<file path="src/rtl/can_tx_arbiter_if.sv">
// Bundle of the requester side and the TX-buffer write port of can_tx_arbiter.
// The master modport is the environment (requesters plus CAN controller); slave is the arbiter.
interface can_tx_arbiter_if #(
  parameter int unsigned NREQ  = 4,
  parameter int unsigned SRC_W = 2,
  parameter int unsigned GAP_W = 16
);
  logic                    enable;
  logic [NREQ-1:0]         req_valid;
  logic [NREQ-1:0]         req_ready;
  logic [32*NREQ-1:0]      req_data;
  logic [GAP_W*NREQ-1:0]   req_gap;
  logic                    out_valid;
  logic                    out_ready;
  logic [31:0]             out_data;
  logic [SRC_W-1:0]        out_src;
  logic [15:0]             sent_cnt;

  modport master (
    output enable, req_valid, req_data, req_gap, out_ready,
    input  req_ready, out_valid, out_data, out_src, sent_cnt
  );

  modport slave (
    input  enable, req_valid, req_data, req_gap, out_ready,
    output req_ready, out_valid, out_data, out_src, sent_cnt
  );
endinterface

</file>
<file path="src/rtl/can_tx_arbiter.sv">
// Arbitrates NREQ word sources onto the single CAN TX-buffer write port.
// One word per grant; each source is rate-limited by its own inter-word gap counter.
module can_tx_arbiter #(
  parameter int unsigned NREQ  = 4,
  parameter int unsigned SRC_W = 2,
  parameter int unsigned GAP_W = 16,
  parameter bit          RR    = 1'b1
) (
  input logic             clk,
  input logic             rst,
  can_tx_arbiter_if.slave bus
);

  typedef enum logic [0:0] {StIdle, StSend} state_e;

  state_e                      state_q, state_d;
  logic                        out_valid_q, out_valid_d;
  logic [31:0]                 out_data_q, out_data_d;
  logic [SRC_W-1:0]            out_src_q, out_src_d;
  logic [SRC_W-1:0]            ptr_q, ptr_d;
  logic [15:0]                 sent_cnt_q, sent_cnt_d;
  logic [NREQ-1:0][GAP_W-1:0]  gap_cnt_q, gap_cnt_d;

  logic [NREQ-1:0][31:0]       req_words;
  logic [NREQ-1:0][GAP_W-1:0]  req_gaps;
  logic [NREQ-1:0]             eligible;
  logic [NREQ-1:0]             req_ready;
  logic [SRC_W-1:0]            win_idx;
  logic [SRC_W:0]              idx;
  logic                        win_found;

  assign req_words = bus.req_data;
  assign req_gaps  = bus.req_gap;

  // A source may compete only when it has a word and its gap has expired.
  always_comb begin
    eligible = '0;
    for (int unsigned i = 0; i < NREQ; i++) begin
      eligible[i] = bus.req_valid[i] && (gap_cnt_q[i] == '0);
    end
  end

  // Winner search: first eligible index starting at the RR pointer (or at 0 for fixed priority).
  always_comb begin
    win_found = 1'b0;
    win_idx   = '0;
    idx       = '0;
    for (int unsigned k = 0; k < NREQ; k++) begin
      idx = {1'b0, (RR ? ptr_q : '0)} + (SRC_W+1)'(k);
      if (idx >= (SRC_W+1)'(NREQ)) begin
        idx = idx - (SRC_W+1)'(NREQ);
      end
      if (!win_found && eligible[idx[SRC_W-1:0]]) begin
        win_found = 1'b1;
        win_idx   = idx[SRC_W-1:0];
      end
    end
  end

  // Next-state, grant strobe and datapath updates.
  always_comb begin
    state_d     = state_q;
    out_valid_d = out_valid_q;
    out_data_d  = out_data_q;
    out_src_d   = out_src_q;
    ptr_d       = ptr_q;
    sent_cnt_d  = sent_cnt_q;
    req_ready   = '0;

    for (int unsigned i = 0; i < NREQ; i++) begin
      gap_cnt_d[i] = (gap_cnt_q[i] == '0) ? '0 : gap_cnt_q[i] - 1'b1;
    end

    unique case (state_q)
      StIdle: begin
        // Grant is suppressed while reset is held so req_ready reads 0 during reset.
        if (!rst && bus.enable && win_found) begin
          req_ready[win_idx] = 1'b1;
          out_data_d         = req_words[win_idx];
          out_src_d          = win_idx;
          out_valid_d        = 1'b1;
          state_d            = StSend;
        end
      end
      StSend: begin
        if (bus.out_ready) begin
          out_valid_d          = 1'b0;
          sent_cnt_d           = sent_cnt_q + 16'd1;
          // Load wins over the decrement applied above.
          gap_cnt_d[out_src_q] = req_gaps[out_src_q];
          if (RR) begin
            ptr_d = (out_src_q == SRC_W'(NREQ - 1)) ? '0 : out_src_q + 1'b1;
          end
          state_d = StIdle;
        end
      end
      default: state_d = StIdle;
    endcase
  end

  // State and datapath registers with synchronous reset.
  always_ff @(posedge clk) begin
    if (rst) begin
      state_q     <= StIdle;
      out_valid_q <= 1'b0;
      out_data_q  <= '0;
      out_src_q   <= '0;
      ptr_q       <= '0;
      sent_cnt_q  <= '0;
      gap_cnt_q   <= '0;
    end else begin
      state_q     <= state_d;
      out_valid_q <= out_valid_d;
      out_data_q  <= out_data_d;
      out_src_q   <= out_src_d;
      ptr_q       <= ptr_d;
      sent_cnt_q  <= sent_cnt_d;
      gap_cnt_q   <= gap_cnt_d;
    end
  end

  assign bus.req_ready = req_ready;
  assign bus.out_valid = out_valid_q;
  assign bus.out_data  = out_data_q;
  assign bus.out_src   = out_src_q;
  assign bus.sent_cnt  = sent_cnt_q;

endmodule

</file>
<file path="src/flat_wrapper.sv">
// flat-port wrapper written by rule: the top's interface ports become plain ports
module can_tx_arbiter_flat 
#(
  parameter int unsigned NREQ  = 4,
  parameter int unsigned SRC_W = 2,
  parameter int unsigned GAP_W = 16,
  parameter bit          RR    = 1'b1
)
  (clk, rst, bus_enable, bus_req_valid, bus_req_data, bus_req_gap, bus_out_ready, bus_req_ready, bus_out_valid, bus_out_data, bus_out_src, bus_sent_cnt);
  can_tx_arbiter_if #(.NREQ(NREQ), .SRC_W(SRC_W), .GAP_W(GAP_W)) bus_i ();
  input logic clk;
  input logic rst;
  input wire logic [$bits(bus_i.enable)-1:0] bus_enable;
  input wire logic [$bits(bus_i.req_valid)-1:0] bus_req_valid;
  input wire logic [$bits(bus_i.req_data)-1:0] bus_req_data;
  input wire logic [$bits(bus_i.req_gap)-1:0] bus_req_gap;
  input wire logic [$bits(bus_i.out_ready)-1:0] bus_out_ready;
  output wire logic [$bits(bus_i.req_ready)-1:0] bus_req_ready;
  output wire logic [$bits(bus_i.out_valid)-1:0] bus_out_valid;
  output wire logic [$bits(bus_i.out_data)-1:0] bus_out_data;
  output wire logic [$bits(bus_i.out_src)-1:0] bus_out_src;
  output wire logic [$bits(bus_i.sent_cnt)-1:0] bus_sent_cnt;
  assign bus_i.enable = bus_enable;
  assign bus_i.req_valid = bus_req_valid;
  assign bus_i.req_data = bus_req_data;
  assign bus_i.req_gap = bus_req_gap;
  assign bus_i.out_ready = bus_out_ready;
  assign bus_req_ready = bus_i.req_ready;
  assign bus_out_valid = bus_i.out_valid;
  assign bus_out_data = bus_i.out_data;
  assign bus_out_src = bus_i.out_src;
  assign bus_sent_cnt = bus_i.sent_cnt;
  can_tx_arbiter #(.NREQ(NREQ), .SRC_W(SRC_W), .GAP_W(GAP_W), .RR(RR)) u_core (.clk(clk), .rst(rst), .bus(bus_i));
endmodule
</file>
<file path="config.mk">
export PLATFORM = sky130hd
export DESIGN_NAME = can_tx_arbiter_flat
export DESIGN_NICKNAME = d
export VERILOG_FILES = /design/src/rtl/can_tx_arbiter_if.sv /design/src/rtl/can_tx_arbiter.sv /design/src/flat_wrapper.sv
export SDC_FILE = /design/constraint.sdc
export NUM_CORES = 1
export LEC_CHECK = 0
export ABC_AREA = 1
export CAP_MARGIN = 20
export CORE_AREA = 3 3 122 124
export CTS_CLUSTER_DIAMETER = 200
export DETAILED_ROUTE_END_ITERATION = 8
export DIE_AREA = 0 0 125 127
export DONT_BUFFER_PORTS = 1
export GPL_TIMING_DRIVEN = 0
export PLACE_DENSITY_LB_ADDON = 0.2
export SLEW_MARGIN = 20
export SYNTH_ARGS = -nofsm -noshare
export SYNTH_HDL_FRONTEND = slang
export SYNTH_SLANG_ARGS = --single-unit
</file>
<file path="constraint.sdc">
create_clock -name clk -period 7.6 [get_ports clk]
set_clock_uncertainty 0.1 [all_clocks]
set_input_delay 1.52 -clock clk [delete_from_list [all_inputs] [get_ports clk]]
set_output_delay 1.52 -clock clk [all_outputs]
set_load 0.05 [all_outputs]
</file>
==> Word-level counts from Yosys, hierarchy flattened <==
Index checks and enable logic that the tools add are counted.
{ "word_totals": {"elab_cells": 105, "in_bits": 200, "ff_bits": 118} }
{ "op_classes": {"bitwise_logic": 1, "reduce_logical": 22, "magnitude_cmp": 12, "add_sub_neg": 13, "n_eq_ne": 3, "n_mux": 44} }
{ "ops": {"columns": ["operator", "count"], "rows": [
  ["2-to-1 mux 64 bit", 2],
  ["2-to-1 mux 16 bit", 6],
  ["binary-select mux 32 bit (select 2 bit)", 1],
  ["bitwise mux 64 bit", 1],
  ["logical NOT 16 bit", 4],
  ["subtractor 16 x 1 -> 16 bit (second input constant)", 4],
  ["binary-select mux 16 bit (select 2 bit)", 1],
  ["demux 16 bit (select 2 bit)", 1],
  ["2-to-1 mux 32 bit", 1],
  ["less-than comparator 2 x 3 -> 1 bit (second input constant)", 6],
  ["2-to-1 mux 2 bit", 9],
  ["adder 16 x 1 -> 16 bit (second input constant)", 1],
  ["2-to-1 mux 1 bit", 13],
  ["logical AND 1 bit", 11],
  [">= comparator 3 bit (second input constant)", 3],
  ["binary-select mux 1 bit (select 2 bit)", 4],
  ["2-to-1 mux 4 bit", 2],
  ["subtractor 2 x 1 -> 2 bit (second input constant)", 4],
  ["adder 2 x 2 -> 3 bit (second input constant)", 2],
  ["AND reduction 2 bit", 3],
  [">= comparator 2 x 1 -> 1 bit (second input constant)", 2],
  ["logical NOT 1 bit", 4],
  ["one-hot mux 1 bit (2 select lines)", 2],
  ["adder 2 x 1 -> 3 bit (second input constant)", 1],
  ["other kinds (7)", 7]
]} }

==> Depth between registers and ports, before layout <==
Gate-level depths: netlist of the first run.
{ "logic_depth": {"word_depth": 20, "depth_mapped": 22, "mapped_depth_nobuf": 21} }

==> Worst setup path after synthesis of the first run <==
No wires, ideal clock.
{ "synth_path": {"path_type": "input-to-output", "from": "input port bus_req_valid[3]", "to": "output port bus_req_ready[0]", "arrival_time_ps": 3184, "cell_stages": 15, "path_buffers": 1, "setup_slack_ps": 2796, "path_cell_list": "inv_1 nor2_2 nand2_1 nand2_2 nand2_2 nand2_2 nor2_2 nand2_1 nand2_1 nand2_2 buf_4 inv_2 nor2_2 inv_2 nor2_1"} }
{ "synth_via": {"elab_chain_cells": 19} }
{ "synth_rtl": {"columns": ["element", "line_no", "source"], "rows": [
  ["start: declaration", "flat_wrapper.sv:14", "input wire logic [$bits(bus_i.req_valid)-1:0] bus_req_valid;"],
  ["logical AND 1 bit *", "can_tx_arbiter.sv:39", "eligible[i] = bus.req_valid[i] && (gap_cnt_q[i] == '0);"],
  ["binary-select mux 1 bit (select 2 bit)", "can_tx_arbiter.sv:53", "if (!win_found && eligible[idx[SRC_W-1:0]]) begin"],
  ["2-to-1 mux 1 bit (implied by the code)", "can_tx_arbiter.sv:53", null],
  ["2-to-1 mux 1 bit", "can_tx_arbiter.sv:53", null],
  ["logical NOT 1 bit", "can_tx_arbiter.sv:53", null],
  ["logical AND 1 bit", "can_tx_arbiter.sv:53", null],
  ["2-to-1 mux 1 bit", "can_tx_arbiter.sv:53", null],
  ["logical NOT 1 bit", "can_tx_arbiter.sv:53", null],
  ["[3 not listed]", null, null],
  ["logical AND 1 bit", "can_tx_arbiter.sv:53", null],
  ["2-to-1 mux 2 bit", "can_tx_arbiter.sv:53", null],
  ["less-than comparator 2 x 3 -> 1 bit (implied by the code) or >= comparator 2 x 1 -> 1 bit (tied branches)", "can_tx_arbiter.sv:78", "req_ready[win_idx] = 1'b1;"],
  ["logical AND 1 bit (implied by the code)", "can_tx_arbiter.sv:78", null],
  ["2-to-1 mux 1 bit (implied by the code)", "can_tx_arbiter.sv:78", null],
  ["demux 1 bit (select 2 bit)", null, null],
  ["2-to-1 mux 4 bit *", "can_tx_arbiter.sv:77", "if (!rst && bus.enable && win_found) begin"],
  ["2-to-1 mux 4 bit *", "can_tx_arbiter.sv:74", "unique case (state_q)"],
  ["end: declaration", "flat_wrapper.sv:18", "output wire logic [$bits(bus_i.req_ready)-1:0] bus_req_ready;"]
]} }
Every way passes the cells marked *; elsewhere a longest branch is shown, timed or not. The select of a mux whose other input is x is not followed.

==> Final worst setup path of the first run <==
Same ends and word-level chain as after synthesis.

==> results of run 1 <==
## how the worst min path moves through the flow
stage / to / startpoint / slack, ns
final: u_core.state_q / u_core.state_q / 0.39
after global routing: u_core.state_q / u_core.state_q / 0.43
after floorplan: u_core.state_q / u_core.state_q / 0.36
after detailed placement: u_core.state_q / u_core.state_q / 0.38
after global placement: u_core.state_q / u_core.state_q / 0.38
after CTS: u_core.state_q / u_core.state_q / 0.39
## registers in the layout, summed over array words and instances (netlist names)
register              cells
u_core.gap_cnt_q         64
u_core.bus.sent_cnt      16
u_core.ptr_q              2
u_core.bus.out_src        2
u_core.state_q            1
u_core.bus.out_data      32
u_core.bus.out_valid      1
## cell type report
type                       count  share of cell area [%]
clock buffer                  18                    4.79
tap                          180                    2.46
sequential                   118                    25.8
multi-input combinational   1091                    56.4
buffer                        62                    3.93
clock inverter                14                    1.63
antenna                        1                  0.0273
inverter                     122                    5.00
## Yosys cell counts (3+ instances only)
cell | count | area [µm²]
nand2_1 | 449 | 1690
nor2_2 | 15 | 93.8
nand3b_1 | 3 | 22.5
inv_1 | 111 | 417
clkbuf_1 | 29 | 109
dfxtp_1 | 118 | 2360
a211oi_1 | 5 | 37.5
buf_2 | 9 | 45.0
o21ai_0 | 75 | 375
nor2_1 | 190 | 713
buf_4 | 13 | 97.6
ha_1 | 13 | 163
xor2_1 | 14 | 123
nor4_1 | 4 | 25.0
a32oi_1 | 4 | 35.0
o211a_1 | 3 | 30.0
nand2_2 | 11 | 68.8
o21bai_1 | 3 | 22.5
xnor2_1 | 9 | 78.8
nor3_1 | 13 | 65.1
nand3_2 | 3 | 30.0
nand4_1 | 17 | 106
a32o_1 | 5 | 50.1
nand3_1 | 129 | 646
inv_2 | 9 | 33.8
a21oi_1 | 85 | 425
o22ai_1 | 10 | 62.6
buf_6 | 9 | 101
nor2_4 | 7 | 78.8
or2_2 | 7 | 43.8
## stage by stage
stage	util (%)	total power [µW]	setup slack (ns)	hold WS, ns	cells
2_1_floorplan	-	3050	2.80	0.357	1393
3_3_place_gp	61.7	3560	2.45	0.382	1573
3_5_place_dp	61.7	3610	2.43	0.383	1573
4_1_cts	66.0	4430	2.42	0.392	1605
5_1_grt	66.0	4840	2.28	0.429	1606
6_report	66.0	4460	2.39	0.390	1606
## routing by layer
layer,vias to the layer above,share of wire (%),global-route usage (%),routed length [µm]
met4,0,3.8,14.9,1030
met5,-,0,0,0
met2,428,48,55.5,12800
li1,4517,-,-,-
met1,4125,39,38.5,10300
met3,75,9.6,9.53,2570
## logic make-up after synthesis
group,count (synthesis)
flip-flops,118
XOR/XNOR,24
buffers and inverters,184
AND/OR/NAND/NOR,855
adder cells (fa/ha/maj),13
AO/OA/AOI/OAI,199
## critical path, stage by stage
cell	delay (ns)
inv_1	0.02
nor2_2	0.19
nand2_1	0.09
nand2_2	0.09
nand2_2	0.06
nand2_2	0.08
nor2_2	0.05
nand2_1	0.10
nand2_1	0.09
nand2_2	0.14
buf_4	0.21
inv_2	0.05
nor2_2	0.12
inv_2	0.06
nor2_1	0.69
## power groups by stage
stage / Sequential [µW] / Combinational (µW) / Clock, µW
floorplan: 1100 / 1950 / 0
global placement: 1140 / 2420 / 0
detailed placement: 1140 / 2460 / 0
CTS: 1140 / 2480 / 811
global route: 1160 / 2830 / 842
finish: 1140 / 2520 / 807
==> metrics.md, run 1 <==
| Metric | Value |
|---|---|
| Largest family of logic cells by synthesized area | simple AND/OR/NAND/NOR gates |
| Final #Nets | 1625 |
| Floorplan row count | 43 |
| Later-pin clock latency in the skew report | 0.43 ns |
| Average wire per standard cell | 16.6 µm |
| Flop pwr share | 25.5% |
| Switching pwr | 2280 µW |
| Hold path depth | 2 |
| Vias in the first global route | 8404 |
| Detailed Route WL | 26700 µm |
| Syn avg cell area | 5.99 µm² |
| Synth Register Bits | 118 |
| Post-Syn Area | 0.00835 mm² |
| Critical Path Fanout Max | 10 |
| H-tree Lvls | 4 |
| Share of cells above drive strength 1 | 8.49% |
| Crit path launch type | input pin |
| MaxCap Viol Count | 0 |
| Synth Net Count | 1606 |
| Status | finished, final reports clean |
| Crit path to | bus_req_ready[0] |
| Final hold viol count | 0 |
| Data required, critical path | 5.98 ns |
| Drt pass-1 iters | 7 |
| Final Setup Violations | 0 |
| Min Tclk post-route | 5.21 ns |
| Die Area | 0.0159 mm² |
| Maximum vdd drop | 0.246 mV |
| Largest net degree at the start of global routing | 17 |
| Drt first-iter violations | 735 |
| Max Fclk | 192 MHz |
| Final ANT Viol Nets | 0 |
| CTS tree | yes |
| Part of the Yosys area used for sequential elements | 28.3% |
| Async S/R FF share, synth | 0% |
| Synth Area in Compound Gates | 13.2% |
| Commonest non-fill, non-tap cells in the layout | 449 x nand2_1, 190 x nor2_1, 129 x nand3_1 |
| Synth Area in Adders | 1.95% |
| Clock share of power | 18.1% |
| Via density | 5.69 |
| CTS buffer count | 17 |
| Post-Synth XOR/XNOR Area | 2.74% |
| DP HPWL | 20600 µm |
| Ports | 255 |
| Net Sw Frac | 51.1% |
| Synth Area in Simple Gates | 44.0% |
| RSZ-0062 raised after global routing | false |
| Placed Area | 0.00857 mm² |
| Max clock buf depth | 2 |
| Int Pwr | 2180 µW |
| Post-Synthesis Cells | 1393 |
| Crit path from | bus_req_valid[3] |
| Drc violations | 0 |
| Power per Cell Area | 487 mW/mm² |
| Period utilisation layout | 68.6% |
| Port Buffers | 0 |
| GPL Wtd Cong | 0.969 |
| Resize count post-CTS | 0 |
| CTS sink cnt | 118 |
| FF+latch area | 0.00236 mm² |
| First-pass GRT wire length | 42300 µm |
| Worst slew pin tran | 0.898 ns |
| Ys flop type | dfxtp_1 |
| Crit end category | output port |
| Critical Path AT | 3.59 ns |
| Post-route cell area | 0.00916 mm² |
| TNS Setup | 0 ns |
| Setup CP Type | in2out |
| Total track usage | 32.7% |
| Initial antenna violation count | 1 |
| FILL cells | 1306 |
| Synthesis Warnings | 0 |
| Max-Slew Margin vs Limit | 39.9% |
| Synthesis-to-finish area growth | 9.78% |
| Most common cell after layout, fill and taps aside | nand2_1 |
| Logic pwr share | 56.4% |
| Total number of vias | 9145 |
| Number of flops mapped to enable cells by yosys | 0 |
| Area of the multi-input gates | 0.00516 mm² |
| Root Driver | clkbuf_16 |
| Die Y | 127 µm |
| Initial core utilization | 60.1% |
| Reg2Reg Setup Slack | 4.17 ns |
| FF-to-FF End | u_core.gap_cnt_q[26] |
| Yosys cell types | 45 |
| Die Wd | 125 µm |
| HP Class | reg2reg |
| Reg2reg start | u_core.bus.out_src[1] |
| Final max-slew violation count | 0 |
| Hold buffers post-CTS | 0 |
| Post-CTS Setup Bufs | 0 |
| Clock transition at path regs | 0.06 ns |
| Mux contribution to synthesized area | 0% |
| Gr ovfl total | 0 |
| Worst reg-to-reg path cell count | 8 |
| Core area | 0.0139 mm² |
| Leak | 0.00443 µW |
Note: power is estimated with default switching activity, not from simulation.
==> run 2, diff against run 1 <==
==> constraint.sdc (replaced) <==
create_clock -name clk -period 5.45 [get_ports clk]
set_clock_uncertainty 0.1 [all_clocks]
set_input_delay 1.09 -clock clk [delete_from_list [all_inputs] [get_ports clk]]
set_output_delay 1.09 -clock clk [all_outputs]
set_load 0.05 [all_outputs]
==> results of run 2 <==
Same layout as run 1 (identical final DEF). Status: finished, final reports clean.
Among the figures that moved: setup slack after placement 2.43 ns -> 1.14 ns; setup slack after layout 2.39 ns -> 0.773 ns; start point of the critical path bus_req_valid[3] -> u_core.gap_cnt_q[16]; register-to-register setup slack 4.17 ns -> 2.02 ns; total power 4460 µW -> 6220 µW; worst IR drop on VDD 0.246 mV -> 0.343 mV
